`src/rtl/alu_pkg.sv`:
```
// Shared types for the ALU issue unit: datapath widths, FSM states, command record.
// Latency: n/a (types and constants only).
// Backpressure: n/a.
package alu_pkg;

    localparam int ALU_W = 8;
    localparam int SEL_W = 4;

    // Issue sequencer states: waiting for work, ALU settling, result on offer
    typedef enum logic [1:0] {
        ST_IDLE = 2'd0,
        ST_EXEC = 2'd1,
        ST_HOLD = 2'd2
    } state_t;

    // One queued ALU command
    typedef struct packed {
        logic [ALU_W-1:0] a;
        logic [ALU_W-1:0] b;
        logic [SEL_W-1:0] sel;
    } cmd_t;

    localparam int CMD_W = $bits(cmd_t);

endpackage

```
`src/rtl/alu_cmd_fifo.sv`:
```
// Synchronous command FIFO, DEPTH entries of WIDTH bits, registered count.
// Latency: a pushed entry is visible on o_dat/o_empty the cycle after the push (no bypass).
// Backpressure: pushes while full are dropped even if a pop happens that cycle; pops while empty are ignored.
module alu_cmd_fifo #(
    parameter int DEPTH = 4,
    parameter int WIDTH = 20
) (
    input  logic             i_clk,
    input  logic             i_rst_n,
    input  logic             i_push,
    input  logic [WIDTH-1:0] i_dat,
    input  logic             i_pop,
    output logic [WIDTH-1:0] o_dat,
    output logic             o_full,
    output logic             o_empty
);

    localparam int AW    = (DEPTH > 1) ? $clog2(DEPTH) : 1;
    localparam int CNT_W = AW + 1;

    logic [WIDTH-1:0] r_mem [DEPTH];
    logic [AW-1:0]    r_wr_ptr;
    logic [AW-1:0]    r_rd_ptr;
    logic [CNT_W-1:0] r_count;
    logic             w_push;
    logic             w_pop;

    // Full gates the push regardless of a simultaneous pop, so a full slot is never overwritten
    assign w_push  = i_push && !o_full;
    assign w_pop   = i_pop && !o_empty;
    assign o_full  = (r_count == CNT_W'(DEPTH));
    assign o_empty = (r_count == '0);
    assign o_dat   = r_mem[r_rd_ptr];

    // Pointer and occupancy tracking; pointers wrap naturally since DEPTH is a power of two
    always_ff @(posedge i_clk or negedge i_rst_n) begin
        if (!i_rst_n) begin
            r_wr_ptr <= '0;
            r_rd_ptr <= '0;
            r_count  <= '0;
        end else begin
            if (w_push) begin
                r_wr_ptr <= r_wr_ptr + AW'(1);
            end
            if (w_pop) begin
                r_rd_ptr <= r_rd_ptr + AW'(1);
            end
            case ({w_push, w_pop})
                2'b10:   r_count <= r_count + CNT_W'(1);
                2'b01:   r_count <= r_count - CNT_W'(1);
                default: r_count <= r_count;
            endcase
        end
    end

    // Storage array; contents need no reset because occupancy is tracked separately
    always_ff @(posedge i_clk) begin
        if (w_push) begin
            r_mem[r_wr_ptr] <= i_dat;
        end
    end

endmodule

```
`src/rtl/alu_issue_unit.sv`:
```
// Issue front end for the 8-bit combinational ALU: queues commands, drives registered ALU inputs, captures results.
// Latency: accept at edge k -> o_alu_* at k+1 -> o_res_valid at k+2; at most one result every 2 cycles.
// Backpressure: o_res_* held until i_res_ready; o_cmd_ready drops when the queue is full. Optional ALU_ISSUE_FLAGS_EN adds o_res_zero/o_carry_count.
module alu_issue_unit
    import alu_pkg::*;
#(
    parameter int DEPTH = 4
) (
    input  logic             i_clk,
    input  logic             i_rst_n,
    input  logic             i_cmd_valid,
    output logic             o_cmd_ready,
    input  logic [ALU_W-1:0] i_cmd_a,
    input  logic [ALU_W-1:0] i_cmd_b,
    input  logic [SEL_W-1:0] i_cmd_sel,
    output logic [ALU_W-1:0] o_alu_a,
    output logic [ALU_W-1:0] o_alu_b,
    output logic [SEL_W-1:0] o_alu_sel,
    input  logic [ALU_W-1:0] i_alu_out,
    input  logic             i_alu_carry,
    output logic             o_res_valid,
    input  logic             i_res_ready,
    output logic [ALU_W-1:0] o_res_data,
    output logic             o_res_carry,
    output logic [SEL_W-1:0] o_res_sel
`ifdef ALU_ISSUE_FLAGS_EN
    ,
    output logic             o_res_zero,
    output logic [7:0]       o_carry_count
`endif
);

    state_t           r_state;
    cmd_t             r_alu;
    logic             r_res_valid;
    logic [ALU_W-1:0] r_res_data;
    logic             r_res_carry;
    logic [SEL_W-1:0] r_res_sel;
`ifdef ALU_ISSUE_FLAGS_EN
    logic             r_res_zero;
    logic [7:0]       r_carry_count;
`endif

    cmd_t             w_cmd_in;
    cmd_t             w_fifo_dat;
    logic             w_fifo_full;
    logic             w_fifo_empty;
    logic             w_pop;

    assign w_cmd_in.a   = i_cmd_a;
    assign w_cmd_in.b   = i_cmd_b;
    assign w_cmd_in.sel = i_cmd_sel;

    // A new command is taken whenever the ALU stage is free or is being freed by a result handshake
    assign w_pop = !w_fifo_empty &&
                   ((r_state == ST_IDLE) || ((r_state == ST_HOLD) && i_res_ready));

    alu_cmd_fifo #(
        .DEPTH (DEPTH),
        .WIDTH (CMD_W)
    ) u_fifo (
        .i_clk   (i_clk),
        .i_rst_n (i_rst_n),
        .i_push  (i_cmd_valid),
        .i_dat   (w_cmd_in),
        .i_pop   (w_pop),
        .o_dat   (w_fifo_dat),
        .o_full  (w_fifo_full),
        .o_empty (w_fifo_empty)
    );

    // Issue sequencer: load ALU inputs, wait one settle cycle, capture, hold until consumed
    always_ff @(posedge i_clk or negedge i_rst_n) begin
        if (!i_rst_n) begin
            r_state       <= ST_IDLE;
            r_alu         <= '0;
            r_res_valid   <= 1'b0;
            r_res_data    <= '0;
            r_res_carry   <= 1'b0;
            r_res_sel     <= '0;
`ifdef ALU_ISSUE_FLAGS_EN
            r_res_zero    <= 1'b1;
            r_carry_count <= '0;
`endif
        end else begin
            case (r_state)
                ST_IDLE: begin
                    if (!w_fifo_empty) begin
                        r_alu   <= w_fifo_dat;
                        r_state <= ST_EXEC;
                    end
                end
                ST_EXEC: begin
                    r_res_data  <= i_alu_out;
                    r_res_carry <= i_alu_carry;
                    r_res_sel   <= r_alu.sel;
`ifdef ALU_ISSUE_FLAGS_EN
                    r_res_zero  <= (i_alu_out == '0);
`endif
                    r_res_valid <= 1'b1;
                    r_state     <= ST_HOLD;
                end
                ST_HOLD: begin
                    if (i_res_ready) begin
                        r_res_valid <= 1'b0;
`ifdef ALU_ISSUE_FLAGS_EN
                        if (r_res_carry && (r_carry_count != 8'hFF)) begin
                            r_carry_count <= r_carry_count + 8'd1;
                        end
`endif
                        if (!w_fifo_empty) begin
                            r_alu   <= w_fifo_dat;
                            r_state <= ST_EXEC;
                        end else begin
                            r_state <= ST_IDLE;
                        end
                    end
                end
                default: begin
                    r_state <= ST_IDLE;
                end
            endcase
        end
    end

    assign o_cmd_ready   = !w_fifo_full;
    assign o_alu_a       = r_alu.a;
    assign o_alu_b       = r_alu.b;
    assign o_alu_sel     = r_alu.sel;
    assign o_res_valid   = r_res_valid;
    assign o_res_data    = r_res_data;
    assign o_res_carry   = r_res_carry;
    assign o_res_sel     = r_res_sel;
`ifdef ALU_ISSUE_FLAGS_EN
    assign o_res_zero    = r_res_zero;
    assign o_carry_count = r_carry_count;
`endif

endmodule

```
`config.mk`:
```
export PLATFORM = sky130hd
export DESIGN_NAME = alu_issue_unit
export DESIGN_NICKNAME = d
export VERILOG_FILES = /design/src/rtl/alu_pkg.sv /design/src/rtl/alu_cmd_fifo.sv /design/src/rtl/alu_issue_unit.sv
export SDC_FILE = /design/constraint.sdc
export NUM_CORES = 1
export LEC_CHECK = 0
export ABC_AREA = 1
export CAP_MARGIN = 20
export CORE_ASPECT_RATIO = 0.6
export CORE_UTILIZATION = 35
export DETAILED_ROUTE_END_ITERATION = 12
export PLACE_DENSITY = 0.67
export REMOVE_ABC_BUFFERS = 1
export SLEW_MARGIN = 20
export SYNTH_ARGS = -nofsm -noshare
export SYNTH_HDL_FRONTEND = slang
export SYNTH_SLANG_ARGS = --single-unit
```
`constraint.sdc`:
```
create_clock -name i_clk -period 4.4 [get_ports i_clk]
set_input_delay 0.44 -clock i_clk [delete_from_list [all_inputs] [get_ports i_clk]]
set_output_delay 0.44 -clock i_clk [all_outputs]
set_load 0.01 [all_outputs]
```
==> out/qor.yml, run 1 <==
status: "finished clean"
p_per_area_nw_per_um2: 720
antenna_found_initial: 0
timing.fmax_mhz: 452
post_synth.cell_area_avg_um2: 10.0
critPathLaunchType: "input pin"
required_ns: 4.68
grt_pass1_wl_um: 17200
syn-cell-area_um2: 5220
worst_r2r_path_depth: 8
cts_tree: "done"
synth_area_leader_cell: "edfxtp_1"
yosysWarnings: 0
dp_hpwl_um: 6660
gp_congestion: 0.701
wl_um: 10700
path_max_fanout: 23
cts_made_buffers: 17
grt_pass1_vias: 3458
ys_seq_area_share_pct: 66.7
synth_most_common_cell: "nand2_1"
clk_root_buffer_cell: "clkbuf_16"
dpl_cell_area_um2: 6050
firstDrtPassIters: 5
grt_max_degree: 44
ctsHoldBuffers: 0
viasPerCell: 4.38
cts_buffer_depth: 2
finalHoldViolCount: 0
synth_edf_count: 80
num_antenna_cells: 0
crit_start: "i_res_ready"
setup_viol: 0
clock-sinks: 123
synth.area.top_cells: "edfxtp_1 46%, dfrtp_1 21%, nand2_1 15%"
r2r_slack_ns: 2.24
wl_per_cell_um: 13.3
worst_slew_pin_slew_ns: 0.779
post_cts_resized: 0
final_layout_size_suffix_gt1_share_pct: 8.40
reg2reg_to: "u_fifo.r_count[1]"
reg2reg_from: "u_fifo.r_count[0]"
rsz0062_at_grt: "no"
tns_ns: 0
fin_hold_ws_ns: 0.0324
synth-main-ff-cell: "edfxtp_1"
fill_cells: 1309
skew_ns: 0.00714
die_area_um2: 15400
antenna_left: 0
core_um2: 14500
leakagePower_uw: 0.00310
ios: 68
cts_setup_buffers: 0
hp-class: "in -> async"
fin_crit_ns: 2.21
end_kind: "flip-flop"
min_period_over_period_pct: 50.2
max_slew_margin_pct: 48.0
nNetsFinal: 633
synth.distinct_cells: 19
syn_inst: 521
start_util_pct: 35.9
cts_htree_levels: 4
rows: 34
cp.arrival_ns: 2.50
drtIter0Drc: 214
drv_cap: 0
ir_drop_mv: 0.309
final_area_um2: 6630
ys_ff_latch: 123
dieWidth_um: 160
die_h_um: 96.6
pre_cts_ws_ns: 1.78
grt.total_usage_pct: 15.0
clk_latency_ns: 0.41
drc_errors: 0
port-buffer-count: 67
clk_pin_slew_worst_paths_ns: 0.05
final_util_pct: 45.7
crit_type: "in -> reg"
grt-ovfl-total: 0
drv_slew: 0
synth_top_area_share_pct: 46.1
synthTopCellsByCount: "211 x nand2_1, 97 x inv_1, 80 x edfxtp_1"
route.vias.total: 3528
syn2layout_area_growth_pct: 27.2
fin_ws_ns: 2.19
ys_async_sr_fraction_pct: 35.0
==> cells in the final DEF (no fill, tap or decap), types with 5 or more instances in the layout <==
cell	netlist	final
buf_4	5	7
clkbuf_16	0	17
clkdlybuf4s50_1	0	66
clkinv_2	0	6
dfrtp_1	43	43
edfxtp_1	80	80
ha_1	5	5
inv_1	97	97
nand2_1	211	211
nand3_1	45	45
==> how the worst max path moves through the flow <==
stage,end,slack (ns)
6_report,u_fifo.r_count[1],2.19
5_1_grt,u_fifo.r_count[2],2.03
4_1_cts,u_fifo.r_count[1],2.18
3_5_place_dp,u_fifo.r_count[1],1.78
3_3_place_gp,u_fifo.r_count[1],1.84
2_1_floorplan,u_fifo.r_mem[0][0],2.37
==> metrics by stage <==
stage | power (uW) | cells
floorplan | 2740 | 502
global placement | 3410 | 773
detailed placement | 3470 | 773
CTS | 4830 | 805
global route | 5110 | 805
finish | 4780 | 805
==> cell type report <==
type	count	area [um2]	area share [%]
repair buffers	73	713	10.8
multi-input cells	279	1240	18.7
clock buffers	19	453	6.83
well taps	198	248	3.74
inverters	100	375	5.66
flip-flops and latches	123	3480	52.5
clock inverters	13	125	1.89
==> where the power goes <==
| group | total [uW] | internal, uW | leakage [uW] | switching [uW] |
|---|---|---|---|---|
| Clock | 1330 | 854 | 0.000282 | 479 |
| Combinational | 1690 | 655 | 0.00156 | 1030 |
| Sequential | 1750 | 1600 | 0.00126 | 152 |
==> layer usage <==
layer	vias to the layer above	track usage, %	routed length (um)
li1	1747	-	-
met1	1689	18.9	5070
met2	79	24.5	4970
met3	13	4.18	520
met4	0	7.05	168
met5	-	0	0
==> sequential cells by signal, indices dropped and copies added (netlist names), 2 cells and up <==
name,count
u_fifo.r_mem,80
o_alu_a,8
o_alu_b,8
o_res_data,8
o_alu_sel,4
o_res_sel,4
u_fifo.r_count,3
r_state,2
u_fifo.r_rd_ptr,2
u_fifo.r_wr_ptr,2
==> cells by family (layout without fill, tap and decap cells) <==
| group | count (synthesis) | in the layout | synth area share (%) |
|---|---|---|---|
| buf+inv | 119 | 205 | 9.74 |
| simple gates | 266 | 266 | 20.8 |
| compound gates | 3 | 3 | 0.504 |
| flops | 123 | 123 | 66.7 |
| fa+ha+maj | 6 | 6 | 1.58 |
| xor+xnor | 4 | 4 | 0.672 |
==> critical path, cell delays in order <==
cell	delay, ns
clkdlybuf4s50_1	0.55
o21ai_4	0.09
nor2_4	0.50
ha_1	0.32
fa_1	0.44
nand2_1	0.07
o21ai_0	0.08
(Power assumes the default switching activity.)
==> run 2: changes to the inputs <==
==> constraint.sdc (replaced) <==
create_clock -name i_clk -period 2.15 [get_ports i_clk]
set_input_delay 0.215 -clock i_clk [delete_from_list [all_inputs] [get_ports i_clk]]
set_output_delay 0.215 -clock i_clk [all_outputs]
set_load 0.01 [all_outputs]
==> run 2 against run 1 <==
  * Sequential power grew 110%
  * Count of clock-buffer cells in the layout grew 8
  * Global-route usage shrank 0.079 points
  * Flip-flop and latch count is the same
  * Largest power group unchanged
  * Die area is the same
  * Non-clock buffer count grew 4
==> out/qor.yml, run 2 (synthesized netlist as in run 1, its figures left out) <==
end_kind: "flip-flop"
antenna_left: 0  # unchanged
tns_ns: 0  # unchanged
hp-class: "in -> reg"
post_cts_resized: 0  # unchanged
clk_latency_ns: 0.41  # about the same
nNetsFinal: 637  # +0.63%
skew_ns: 0.0148  # +0.00768 ns
core_um2: 14500  # unchanged
wl_um: 10800  # +0.35%
cp.arrival_ns: 2.14  # -0.36 ns
final_area_um2: 6600  # -0.53%
multi_input_area_um2: 1240  # unchanged
r2r_slack_ns: 0.30  # -1.94 ns
num_antenna_cells: 0  # unchanged
leakagePower_uw: 0.00309  # -0.29%
drtIter0Drc: 179  # -16%
largest_register_ffs: 80  # unchanged
cts_tree: "done"
hold-path-cell-count: 3
max_slew_margin_pct: 46.7  # -1.3 points
antenna_found_initial: 0  # unchanged
grt_pass1_wl_um: 16900  # -1.6%
critPathLaunchType: "flip-flop"
status: "finished clean"
ir_drop_mv: 0.501  # +62%
worst_slew_pin_slew_ns: 0.799  # +0.0197 ns
drv_cap: 0  # unchanged
dpl.cell_count: 776  # +0.39%
clock-sinks: 123  # unchanged
crit_type: "reg -> reg"
fin_crit_ns: 1.85
grt_max_degree: 44  # unchanged
port-buffer-count: 67  # unchanged
final_layout_size_suffix_gt1_share_pct: 7.70  # -0.70 points
holdPathEnd: "o_res_data[3]"
reg2reg_from: "u_fifo.r_count[1]"
cts_htree_levels: 4  # unchanged
cts_buffer_depth: 2  # unchanged
clk_pin_slew_worst_paths_ns: 0.05  # about the same
total_power_uw: 9530  # +100%
dp_hpwl_um: 6590  # -1.1%
firstDrtPassIters: 4  # -1
viasPerCell: 4.29  # -2.2%
setup_viol: 0  # unchanged
route.vias.total: 3465  # -1.8%
die_area_um2: 15400  # unchanged
dpl_cell_area_um2: 6070  # +0.37%
rsz0062_at_grt: "no"
required_ns: 2.44  # -2.24 ns
fin_cells: 808  # +0.37%
drv_slew: 0  # unchanged
ios: 68  # unchanged
top_register: "u_fifo.r_mem"
drc_errors: 0  # unchanged
grt_pass1_vias: 3370  # -2.5%
finalHoldViolCount: 0  # unchanged
min_period_over_period_pct: 85.9
timing.fmax_mhz: 542
hold_start: "i_alu_out[3]"
fin_hold_ws_ns: 0.357  # +0.324 ns
clk_root_buffer_cell: "clkbuf_16"
seqCellArea_um2: 3480  # unchanged
final_common_cell: "nand2_1"
die_h_um: 96.6  # unchanged
cts_made_buffers: 17  # unchanged
rows: 34  # unchanged
reg2reg_to: "u_fifo.r_count[2]"
dieWidth_um: 160  # unchanged
path_max_fanout: 7  # -70%
grt.total_usage_pct: 15.0  # -0.079 points
gp_congestion: 0.705  # +0.63%
start_util_pct: 35.9  # unchanged
syn2layout_area_growth_pct: 26.5
wl_per_cell_um: 13.3  # about the same
final_cell_mix: "211 x nand2_1, 97 x inv_1, 80 x edfxtp_1, 66 x clkdlybuf4s50_1, 45 x nand3_1"
grt-ovfl-total: 0  # unchanged
fill_cells: 1307  # -0.15%
worst_r2r_path_depth: 8  # unchanged
p_per_area_nw_per_um2: 1440  # +100%
[run 2: cell types whose count changed in the layout (fill, tap and decap cells not counted), sizes merged]
cell and change:
clkinv -4, bufinv -2, dlygate4sd3 +1, buf +3
clkbuf +8, clkinvlp -3
[run 2: cell type report]
| type | count | area share, % |
|---|---|---|
| inverters | 100 | 5.69 |
| repair buffers | 77 | 11.3 |
| clock buffers | 27 | 7.47 |
| multi-input cells | 279 | 18.8 |
| well taps | 198 | 3.76 |
| clock inverters | 4 | 0.303 |
| flip-flops and latches | 123 | 52.7 |
[run 2: how the worst max path moves through the flow]
stage | to | start | slack, ns | cells past startpoint
after floorplan | u_fifo.r_mem[0][0] | u_fifo.r_count[0] | 0.12 | 4
after global placement | u_fifo.r_count[2] | i_res_ready | 0.14 | 8
after detailed placement | u_fifo.r_count[2] | i_res_ready | 0.13 | 8
after CTS | u_fifo.r_count[2] | u_fifo.r_count[0] | 0.28 | 8
after global routing | u_fifo.r_count[2] | u_fifo.r_count[1] | 0.18 | 10
final | u_fifo.r_count[2] | u_fifo.r_count[1] | 0.30 | 8
[run 2: power breakdown]
part	internal, uW	total, uW	switching (uW)
sequential	3280	3590	312
combinational	1370	3480	2110
clock	1550	2460	915
total	6200	9530	3340
[run 2: worst max-delay path: stages (launching register included)]
cell and delay [ns]:
dfrtp_1 0.38, inv_1 0.09, nand3_1 0.15, nand2_2 0.15
ha_1 0.26, fa_1 0.39, nand2_1 0.07, nand3_1 0.09
xor2_1 0.15
[run 2: metal layers]
layer	global-route usage, %	part of all wire (%)	up-vias	wire length (um)
met3	4.44	4.9	2	526
met4	6.41	0.26	0	28
met1	19.1	47	1628	5100
li1	-	-	1755	-
met2	24.1	48	80	5120
met5	0	0	-	0
[run 2: what timing repair did]
action	in CTS	in global routing
buffers inserted	0	0
hold buffers	1	0
hold endpoints to repair	43	0
[run 2: metrics by stage]
stage	setup slack (ns)	util, %
2_1_floorplan	0.124	-
3_3_place_gp	0.140	41.9
3_5_place_dp	0.133	41.9
4_1_cts	0.284	45.5
5_1_grt	0.177	45.5
6_report	0.303	45.5
